File: src/rtl/seg_pattern_decoder.sv
// seg_pattern_decoder
//   Receive side of a 7-segment display path. Samples the segment lines,
//   waits for a pattern to be stable for STABLE_CYCLES consecutive samples,
//   decodes it back to a hex digit and offers it on a valid/ready port.
//   Blank (all off) and illegal patterns are flagged instead of decoded.
//
//   Optional build macro: SEG_ACTIVE_LOW_EN
//     defined   -> segment inputs are inverted before sampling (common-anode)
//     undefined -> segment inputs are active-high and used as-is
//
// Ports
//   clk        in   rising-edge clock
//   rst_n      in   synchronous active-low reset (priority over enable)
//   enable     in   0 holds the decoder idle; clears state, counter, valid, blank
//   a..g       in   segment lines, pattern = {a,b,c,d,e,f,g}
//   value      out  [3:0] decoded digit, stable while valid
//   valid      out  value available
//   ready      in   consumer takes value when valid & ready at an edge
//   blank      out  level, last accepted pattern was all-off
//   err        out  one-cycle pulse, accepted pattern is illegal
//   err_count  out  [7:0] saturating count of err pulses
//   overflow   out  sticky, a legal symbol was dropped because valid & !ready
//   fsm_state  out  [1:0] debug view of the FSM (0 idle, 1 settle, 2 locked)
//
// Handshake: a beat transfers on every rising edge where valid & ready are
// both high; valid never drops without a transfer except on reset or enable=0.

module seg_pattern_decoder #(
  parameter int STABLE_CYCLES = 4,
  parameter int CNT_W         = 3
) (
  input  logic       clk,
  input  logic       rst_n,
  input  logic       enable,
  input  logic       a,
  input  logic       b,
  input  logic       c,
  input  logic       d,
  input  logic       e,
  input  logic       f,
  input  logic       g,
  output logic [3:0] value,
  output logic       valid,
  input  logic       ready,
  output logic       blank,
  output logic       err,
  output logic [7:0] err_count,
  output logic       overflow,
  output logic [1:0] fsm_state
);

  typedef enum logic [1:0] {
    IDLE   = 2'd0,
    SETTLE = 2'd1,
    LOCKED = 2'd2
  } state_t;

  localparam logic [CNT_W-1:0] CNT_MAX = CNT_W'(STABLE_CYCLES - 1);

  state_t           state, state_nxt;
  logic [6:0]       seg_in;
  logic [6:0]       smp;
  logic [6:0]       acc;
  logic [CNT_W-1:0] cnt;
  logic             accept;
  logic             dec_legal;
  logic [3:0]       dec_val;

`ifdef SEG_ACTIVE_LOW_EN
  assign seg_in = ~{a, b, c, d, e, f, g};
`else
  assign seg_in = {a, b, c, d, e, f, g};
`endif

  assign fsm_state = state;

  // Decode of the live input; it is only used on the accepting edge, where
  // the input equals the settled sample by construction.
  always_comb begin
    dec_legal = 1'b1;
    dec_val   = 4'h0;
    case (seg_in)
      7'h7E: dec_val = 4'h0;
      7'h30: dec_val = 4'h1;
      7'h6D: dec_val = 4'h2;
      7'h79: dec_val = 4'h3;
      7'h33: dec_val = 4'h4;
      7'h5B: dec_val = 4'h5;
      7'h5F: dec_val = 4'h6;
      7'h70: dec_val = 4'h7;
      7'h7F: dec_val = 4'h8;
      7'h7B: dec_val = 4'h9;
      7'h77: dec_val = 4'hA;
      7'h1F: dec_val = 4'hB;
      7'h4E: dec_val = 4'hC;
      7'h3D: dec_val = 4'hD;
      7'h4F: dec_val = 4'hE;
      7'h47: dec_val = 4'hF;
      default: dec_legal = 1'b0;
    endcase
  end

  // Next-state logic
  always_comb begin
    state_nxt = state;
    accept    = 1'b0;
    case (state)
      IDLE:   state_nxt = SETTLE;
      SETTLE: begin
        if ((cnt == CNT_MAX) && (seg_in == smp)) begin
          accept    = 1'b1;
          state_nxt = LOCKED;
        end
      end
      LOCKED: begin
        if (seg_in != acc) state_nxt = SETTLE;
      end
      default: state_nxt = IDLE;
    endcase
    if (!enable) begin
      state_nxt = IDLE;
      accept    = 1'b0;
    end
  end

  always_ff @(posedge clk) begin
    if (!rst_n) state <= IDLE;
    else        state <= state_nxt;
  end

  // Sampler and stability counter; the counter saturates so a held pattern
  // is seen as "still stable" without wrapping back into a fresh settle.
  always_ff @(posedge clk) begin
    if (!rst_n) begin
      smp <= 7'h00;
      cnt <= '0;
    end else begin
      smp <= seg_in;
      if (!enable || (seg_in != smp)) cnt <= '0;
      else if (cnt != CNT_MAX)        cnt <= cnt + CNT_W'(1);
    end
  end

  // Output datapath
  always_ff @(posedge clk) begin
    if (!rst_n) begin
      acc       <= 7'h00;
      value     <= 4'h0;
      valid     <= 1'b0;
      blank     <= 1'b0;
      err       <= 1'b0;
      err_count <= 8'h00;
      overflow  <= 1'b0;
    end else if (!enable) begin
      valid <= 1'b0;
      blank <= 1'b0;
      err   <= 1'b0;
    end else begin
      err <= 1'b0;
      if (valid && ready) valid <= 1'b0;
      if (accept) begin
        acc   <= seg_in;
        blank <= 1'b0;
        if (dec_legal) begin
          if (!valid || ready) begin
            value <= dec_val;
            valid <= 1'b1;
          end else begin
            overflow <= 1'b1;
          end
        end else if (seg_in == 7'h00) begin
          blank <= 1'b1;
        end else begin
          err <= 1'b1;
          if (err_count != 8'hFF) err_count <= err_count + 8'd1;
        end
      end
    end
  end

endmodule

File: config.mk
export PLATFORM = sky130hd
export DESIGN_NAME = seg_pattern_decoder
export DESIGN_NICKNAME = d
export VERILOG_FILES = /design/src/rtl/seg_pattern_decoder.sv
export SDC_FILE = /design/constraint.sdc
export NUM_CORES = 1
export LEC_CHECK = 0
export ABC_AREA = 1
export CORE_MARGIN = 2
export CORE_UTILIZATION = 40
export DETAILED_ROUTE_END_ITERATION = 10
export SLEW_MARGIN = 15
export SYNTH_ARGS = -nofsm -noshare
export SYNTH_HDL_FRONTEND = slang
export SYNTH_SLANG_ARGS = --single-unit
File: constraint.sdc
create_clock -name clk -period 4.1 [get_ports clk]
set_input_delay 0.41 -clock clk [delete_from_list [all_inputs] [get_ports clk]]
set_output_delay 0.41 -clock clk [all_outputs]
set_load 0.02 [all_outputs]
### Yosys cells after proc, flatten, opt, wreduce, memory -nomap -nowiden

Cells that the tools add are included.

| storage, ports and cells | value |
|---|---|
| logic and storage cells | 76 |
| output and inout bits | 18 |
| register bits after elaboration | 35 |
| input port bits | 11 |

| operators by class | value |
|---|---|
| eq/ne operators | 26 |
| mux-type cells | 15 |
| bitwise operators | 6 |
| reduce and logical (&&, ||, !) cells | 17 |
| add/subtract/negate cells | 2 |

Operators with widths:

| kind | count |
|---|---|
| $eq A7 B7 Y1 const B | 12 |
| $pmux W4 S15 | 1 |
| $eq A7 B6 Y1 const B | 3 |
| $reduce_or A16 Y1 | 1 |
| $ne A7 B7 Y1 | 2 |
| $mux W1 | 11 |
| $add A8 B1 Y8 const B | 1 |
| $ne A8 B8 Y1 const B | 1 |
| $reduce_and A4 Y1 | 2 |
| $eq A7 B5 Y1 const B | 1 |
| $eq A7 B7 Y1 | 1 |
| $logic_not A7 Y1 | 1 |
| $not A1 Y1 | 6 |
| $pmux W2 S3 | 1 |
| $reduce_and A2 Y1 | 3 |
| $reduce_and A5 Y1 | 1 |
| $mux W2 | 2 |
| $ne A2 B2 Y1 const B | 2 |
| $reduce_or A4 Y1 | 1 |
| $add A3 B1 Y3 const B | 1 |
| $eq A3 B2 Y1 const B | 1 |
| $ne A3 B2 Y1 const B | 1 |
| $eq A2 B1 Y1 const B | 1 |
| $eq A2 B2 Y1 const B | 1 |
| other kinds (5) | 8 |

### Longest topological paths before layout

Gate-level depths: netlist of the first run.

| logic depth | value |
|---|---|
| depth after elaboration | 7 |
| depth in mapped cells | 14 |
| depth with buffers taken out | 13 |

### Worst setup path before layout of the first run

OpenSTA, ideal clock, no wires.

| timing | value |
|---|---|
| path kind | input port to flip-flop |
| from | in f |
| to | reg err_count[0] |
| arrival time | 1.591 ns |
| required time | 3.985 ns |
| slack | 2.394 ns |
| stages | 14 |
| path through | buf_6 > nand2_4 > inv_2 > nand2_1 > nor2_1 > nor2_2 > nand2_2 > nor2_2 > nand3_2 > nor2_4 > buf_6 > nand3_1 > nand2_1 > nor2_1 |

| on the way | value |
|---|---|
| cells in the longest elaborated chain, start to end | 6 |
| elaborated cells on any way between the ends | 27 |

Ends and longest elaborated chain:

| item | RTL line | RTL |
|---|---|---|
| start, declared | 40 | `input logic f,` |
| $eq A7 B7 Y1 | 110 | `if ((cnt == CNT_MAX) && (seg_in == smp)) begin` |
| $logic_and A1 B1 Y1 | 110 |  |
| $mux W1 | 110 |  |
| $mux W1 | 107 | `case (state)` |
| $mux W1 | 120 | `if (!enable) begin` |
| $reduce_and A5 Y1 (no line) * | -- |  |
| end signal, assigned | 175 | `if (err_count != 8'hFF) err_count <= err_count + 8'd1;` |
| end, declared | 47 | `output logic [7:0] err_count,` |

Mark *: on every way between the ends. The rest lies on a longest branch, timed or not.
A chain may end at the register's enable or synchronous reset.

### Final worst setup path of the first run

| timing | value |
|---|---|
| from | in c |
| to | reg err_count[6] |

| on the way | value |
|---|---|
| cells in the longest elaborated chain, start to end | 6 |
| elaborated cells on any way between the ends | 27 |

Ends and longest elaborated chain:

| item | RTL line | RTL |
|---|---|---|
| start, declared | 37 | `input logic c,` |
| $eq A7 B7 Y1 | 110 |  |
| $logic_and A1 B1 Y1 | 110 |  |
| $mux W1 | 110 |  |
| $mux W1 | 107 |  |
| $mux W1 | 120 |  |
| $reduce_and A5 Y1 (no line) * | -- |  |

Marks and branches as above.

==> impl_metrics.env, run 1 <==
export IMPL_die_h_um=75.5
export IMPL_setup_viol=0
export IMPL_p_per_area_nw_per_um2=288
export IMPL_cts_tree="built"
export IMPL_yosys_most_used_dff="dfxtp_1"
export IMPL_synth_area_leaders="dfxtp_1 (34%), nand2_1 (12%), nor2_1 (9.5%)"
export IMPL_portBuffers=28
export IMPL_ctsResizeCount=0
export IMPL_path_cells="clkdlybuf4s50_1, inv_2, nand2_1, nand2_1, nor2_1, nand2_1, nor2_4, nand4_2, nor2_4, nand2_1, nor2_1, nor2_1"
export IMPL_maxCapViolations=0
export IMPL_yosysTopAreaCellShare_pct=34.3
export IMPL_synth_most_common_cell="nand2_1"
export IMPL_grt_busiest_layer="met2"
export IMPL_p_int_w=0.000524
export IMPL_pwr_share_clk_pct=39.6
export IMPL_die_area_um2=5700
export IMPL_clock_sinks=35
export IMPL_rsz0062_at_grt="no"
export IMPL_via_per_inst=4.76
export IMPL_numCtsBuffers=5
export IMPL_use_met1_pct=23.7
export IMPL_ant_nets=0
export IMPL_postCtsHoldBufs=0
export IMPL_nFillCells=536
export IMPL_use_met3_pct=4.10
export IMPL_detail_route_wl_per_cell_um=11.2
export IMPL_syn_inst=307
export IMPL_synth_commonest_cells="nand2_1 (65), nor2_1 (52), dfxtp_1 (35)"
export IMPL_crit_type="in2reg"
export IMPL_routed_wl_um=4500
export IMPL_pwr_share_seq_pct=49.9
export IMPL_syn_nets=321
export IMPL_hold_class="reg2reg"
export IMPL_yosys_warnings=0
export IMPL_max_freq_mhz=407
export IMPL_synth_edf_count=0
export IMPL_arrival_ns=2.64
export IMPL_place_hpwl_um=3350
export IMPL_ios=29
export IMPL_critPathMaxStageDelay_ns=0.70
export IMPL_root_buffer="clkbuf_8"
export IMPL_finalCritPeriodShare_pct=59.9
export IMPL_async_reset_ff_share_pct=0
export IMPL_nets=344
export IMPL_place_area_um2=2310
export IMPL_fin_crit_ns=2.45
export IMPL_seq_area_um2=701
export IMPL_relSlewSlack_pct=69.7
export IMPL_die_x_um=75.5
export IMPL_fin_area_um2=2410
export IMPL_synth_cell_types=28
export IMPL_synth_seq_area_share_pct=34.3
export IMPL_slowest_stage="clkdlybuf4s50_1"
export IMPL_worst_slew_pin_slew_ns=0.453
export IMPL_leakagePower_nw=1.06
export IMPL_p_switching_w=0.000170
export IMPL_num_rows=26
export IMPL_postCtsSetupBuffers=0
export IMPL_first_global_vias=1705
export IMPL_critPathCaptureType="flop"
export IMPL_avgSynthCellArea_um2=6.66
export IMPL_cp_top_family="simple AND/OR/NAND/NOR gates"
export IMPL_skew_ns=0.00237
export IMPL_syn_area_um2=2050
export IMPL_place_ws_ns=1.35
export IMPL_drc=0
export IMPL_grt_max_degree=30
export IMPL_h_tree_depth=2
export IMPL_clockBufferDepth=2
export IMPL_antenna_found_initial=0
export IMPL_synth_largest_area_cell="dfxtp_1"
export IMPL_finalWorstSetupSlack_ns=1.65
export IMPL_track_usage_pct=17.5
export IMPL_cp_max_fo=16
export IMPL_dp_cells=393
export IMPL_overflow=0
export IMPL_place_gp_congestion=0.892
export IMPL_swShare_pct=24.5
export IMPL_multi_input_area_um2=1090
export IMPL_final_hold_violation_count=0
export IMPL_grt_pass1_wl_um=7700
export IMPL_antenna_cells=0
export IMPL_finalSetupTns_ns=0
export IMPL_power_w=0.000693
export IMPL_drive_above_1_share_pct=9.37
export IMPL_critPathBufInv=2
export IMPL_vias=1909
export IMPL_grtUsageMet2_pct=27.4
export IMPL_clk_pin_slew_ns=0.07
export IMPL_combPwrFrac_pct=10.5
export IMPL_ys_seq_elements=35
export IMPL_area_growth_pct=17.8
export IMPL_insertion_delay_ns=0.28
export IMPL_core_area_um2=5010
export IMPL_ir_drop_mv=0.101
export IMPL_slew_violations=0
export IMPL_drt_pass1_iterations=4
export IMPL_start_util_pct=40.8
export IMPL_crit_path_start_kind="input pin"
export IMPL_final_cells=401
export IMPL_critPathMostFrequentCell="nand2_1"
export IMPL_crit_required_ns=4.28
export IMPL_dr_first_iter_drc_count=77
export IMPL_status="complete, no violations"
==> cells by family (layout without fill, tap and decap cells) <==
kind of cell / count (synthesis) / after routing / share of synthesized area (%)
AOI/OAI and AO/OA: 37 / 37 / 9.36
xor gates and xnor gates: 9 / 9 / 3.85
adders and majority gates: 3 / 3 / 1.84
buffers and inverters: 52 / 76 / 12.6
DFF: 35 / 35 / 34.3
muxes: 1 / 1 / 0.489
and+or+nand+nor: 170 / 170 / 37.6
==> metal layers <==
metal	routed length [um]	part of all wire, %	vias up
met1	2300	51	846
li1	-	-	1018
met3	158	3.5	8
met5	0	0	-
met4	82	1.8	0
met2	1970	44	37
==> placed cells by master, fill, tap and decap left out, types with 2 or more instances in the layout <==
| cell type | n |
|---|---|
| ha_1 | 3 |
| inv_1 | 30 |
| xnor2_1 | 4 |
| nand3_1 | 26 |
| nand2_2 | 2 |
| nor2_2 | 5 |
| a21oi_1 | 24 |
| dfxtp_1 | 35 |
| clkdlybuf4s50_1 | 28 |
| o21a_1 | 2 |
| nor2_4 | 4 |
| xor2_1 | 5 |
| nor3_1 | 3 |
| nand2_1 | 65 |
| nand4_1 | 6 |
| nor4_1 | 3 |
| nor2_1 | 52 |
| inv_2 | 9 |
| o21ai_0 | 9 |
| clkbuf_8 | 7 |
==> registers in the layout, summed over array words and instances, names as in the netlist <==
name       count
smp            7
fsm_state      2
valid          1
value          4
cnt            3
blank          1
overflow       1
err_count      8
acc            7
err            1
==> tightest hold or removal path: cells and delay by family, from the launching register on <==
| family | cells | cell delay [ns] |
|---|---|---|
| flops | 1 | 0.31 |
| buf+inv | 1 | 0.06 |
| compound gates | 1 | 0.05 |
==> path summary, 6_finish.rpt <==
path	startpoint	endpoint	slack, ns	cells after the start
worst max-delay path	c	err_count[6]$_SDFFE_PN0P_	1.65	12
worst min-delay path	acc[1]$_SDFFE_PN0P_	acc[1]$_SDFFE_PN0P_	0.47	2
worst max register to register	cnt[0]$_SDFFE_PP0P_	err_count[6]$_SDFFE_PN0P_	2.18	7
worst min register to register	acc[1]$_SDFFE_PN0P_	acc[1]$_SDFFE_PN0P_	0.47	2
==> through the flow <==
step	utilization [%]	hold WS [ns]
global placement	46.1	0.459
finish	48.1	0.468
global route	48.1	0.498
floorplan	-	0.444
detailed placement	46.1	0.458
CTS	48.1	0.469
==> final cells by class <==
type                       count  area share [%]
inverter                      39            6.07
tap                           70            3.63
sequential                    35            29.1
multi-input combinational    220            45.1
timing repair buffer          29            11.9
clock buffer                   8            4.15
==> power by group through the flow <==
| stage | registers [W] | clock network [W] | logic [W] |
|---|---|---|---|
| CTS | 0.000346 | 0.000282 | 0.0000732 |
| global route | 0.000346 | 0.000295 | 0.0000826 |
| global placement | 0.000354 | 0 | 0.0000737 |
| detailed placement | 0.000354 | 0 | 0.0000728 |
| floorplan | 0.000354 | 0 | 0.0000555 |
| finish | 0.000346 | 0.000274 | 0.0000730 |
Power figures use the tool's default switching activity.
==> inputs of run 2 (changes only) <==
clock period = 2.4 ns   (was 4.1 ns; I/O delays follow)
==> run 2 against run 1 <==
Cell area increased by 3.6%. First-iteration DRC count increased by 53%. Worst setup slack got worse by 1.4 ns. Critical endpoint is now err_count[2]$_SDFFE_PN0P_. Largest power group unchanged.
==> impl_metrics.env, run 2 (synthesis results as in run 1) <==
export IMPL_status="complete, no violations"
export IMPL_pwr_share_seq_pct=48.8
export IMPL_h_tree_depth=2
export IMPL_swShare_pct=25.4
export IMPL_hold_class="reg2reg"
export IMPL_place_hpwl_um=3570
export IMPL_final_core_util_pct=49.9
export IMPL_first_global_vias=1735
export IMPL_area_growth_pct=22.1
export IMPL_die_area_um2=5700
export IMPL_track_usage_pct=18.3
export IMPL_arrival_ns=2.31
export IMPL_skew_ns=0.00477
export IMPL_nets=354
export IMPL_start_util_pct=40.8
export IMPL_overflow=0
export IMPL_fin_crit_ns=2.13
export IMPL_core_area_um2=5010
export IMPL_portBuffers=28
export IMPL_detail_route_wl_per_cell_um=11.4
export IMPL_drc=0
export IMPL_grt_pass1_wl_um=7900
export IMPL_drt_pass1_iterations=4
export IMPL_final_hold_violation_count=0
export IMPL_setup_viol=0
export IMPL_regMostFlops="err_count"
export IMPL_pwr_share_clk_pct=40.0
export IMPL_ctsResizeCount=0
export IMPL_critPathCaptureType="flop"
export IMPL_num_rows=26
export IMPL_relSlewSlack_pct=72.3
export IMPL_vias=1928
export IMPL_finalSetupTns_ns=0
export IMPL_p_switching_w=0.000307
export IMPL_die_h_um=75.5
export IMPL_combPwrFrac_pct=11.1
export IMPL_drive_above_1_share_pct=12.0
export IMPL_crit_required_ns=2.58
export IMPL_dr_first_iter_drc_count=118
export IMPL_die_x_um=75.5
export IMPL_ios=29
export IMPL_maxCapViolations=0
export IMPL_routed_wl_um=4680
export IMPL_numCtsBuffers=5
export IMPL_p_int_w=0.000903
export IMPL_antenna_found_initial=0
export IMPL_worst_slew_pin_slew_ns=0.414
export IMPL_crit_path_start_kind="input pin"
export IMPL_holdWs_ns=0.472
export IMPL_postCtsSetupBuffers=0
export IMPL_clock_sinks=35
export IMPL_crit_type="in2reg"
export IMPL_ant_nets=0
export IMPL_slew_violations=0
export IMPL_clockBufferDepth=2
export IMPL_root_buffer="clkbuf_8"
export IMPL_top_regs="err_count (8), acc (7), smp (7)"
export IMPL_largest_reg_flops=8
export IMPL_antenna_cells=0
export IMPL_p_per_area_nw_per_um2=485
export IMPL_ir_drop_mv=0.222
export IMPL_via_per_inst=4.69
export IMPL_layout_commonest_cell="nand2_1"
export IMPL_grt_max_degree=17
export IMPL_insertion_delay_ns=0.29
export IMPL_postCtsHoldBufs=0
export IMPL_leakagePower_nw=1.11
export IMPL_clk_pin_slew_ns=0.07
export IMPL_final_cell_mix="nand2_1 (65), nor2_1 (52), dfxtp_1 (35)"
export IMPL_place_gp_congestion=0.851
export IMPL_finalCritPeriodShare_pct=88.7
export IMPL_rsz0062_at_grt="no"
export IMPL_cp_max_fo=16
export IMPL_max_freq_mhz=470
export IMPL_cts_tree="built"
==> run 2: cell count changes in the layout (fill, tap and decap cells not counted), sizes merged <==
cell and change:
buf +10
==> run 2: per-stage QoR <==
stage	std cells	total power (W)	area, um2	setup WS [ns]
floorplan	307	0.000700	2050	0.738
global placement	403	0.000739	2400	0.0165
detailed placement	403	0.000738	2400	0.0165
CTS	411	0.00122	2500	0.316
global route	411	0.00126	2500	0.0760
finish	411	0.00121	2500	0.272
==> run 2: final cells by class <==
class | instances | area, um2
Timing Repair Buffer | 39 | 375
Multi-Input combinational cell | 220 | 1090
Tap cell | 70 | 87.6
Sequential cell | 35 | 701
Fill cell | 526 | 2510
Inverter | 39 | 146
Clock buffer | 8 | 100
==> run 2: per-layer routing <==
metal | routed length [um] | up-vias | track usage, %
li1 | - | 1034 | -
met1 | 2360 | 849 | 25.3
met2 | 2080 | 35 | 28.0
met3 | 149 | 10 | 3.31
met4 | 97 | 0 | 7.99
met5 | 0 | - | 0
==> run 2: final timing paths <==
kind | start | to | slack [ns] | depth (start not counted)
worst max register to register | cnt[0]$_SDFFE_PP0P_ | err_count[2]$_SDFFE_PN0P_ | 0.60 | 7
worst min-delay path | acc[5]$_SDFFE_PN0P_ | acc[5]$_SDFFE_PN0P_ | 0.47 | 2
worst max-delay path | f | err_count[2]$_SDFFE_PN0P_ | 0.27 | 13
worst min register to register | acc[5]$_SDFFE_PN0P_ | acc[5]$_SDFFE_PN0P_ | 0.47 | 2
==> run 2: worst max-delay path, stage by stage <==
cell and delay (ns):
clkdlybuf4s50_1 0.62, buf_4 0.19, nor2_2 0.04, nand2_1 0.12
nor2_1 0.07, nor2_2 0.14, nand2_2 0.09, nor2_2 0.14
nand3_2 0.10, nor2_4 0.30, nand3_1 0.12, nand2_1 0.08
nor2_1 0.04
==> run 2: power groups by stage <==
stage          Clock [W]  Sequential (W)  Combinational (W)
2_1_floorplan          0        0.000605          0.0000949
3_3_place_gp           0        0.000605           0.000134
3_5_place_dp           0        0.000605           0.000134
4_1_cts         0.000490        0.000591           0.000134
5_1_grt         0.000514        0.000592           0.000151
6_report        0.000485        0.000591           0.000135
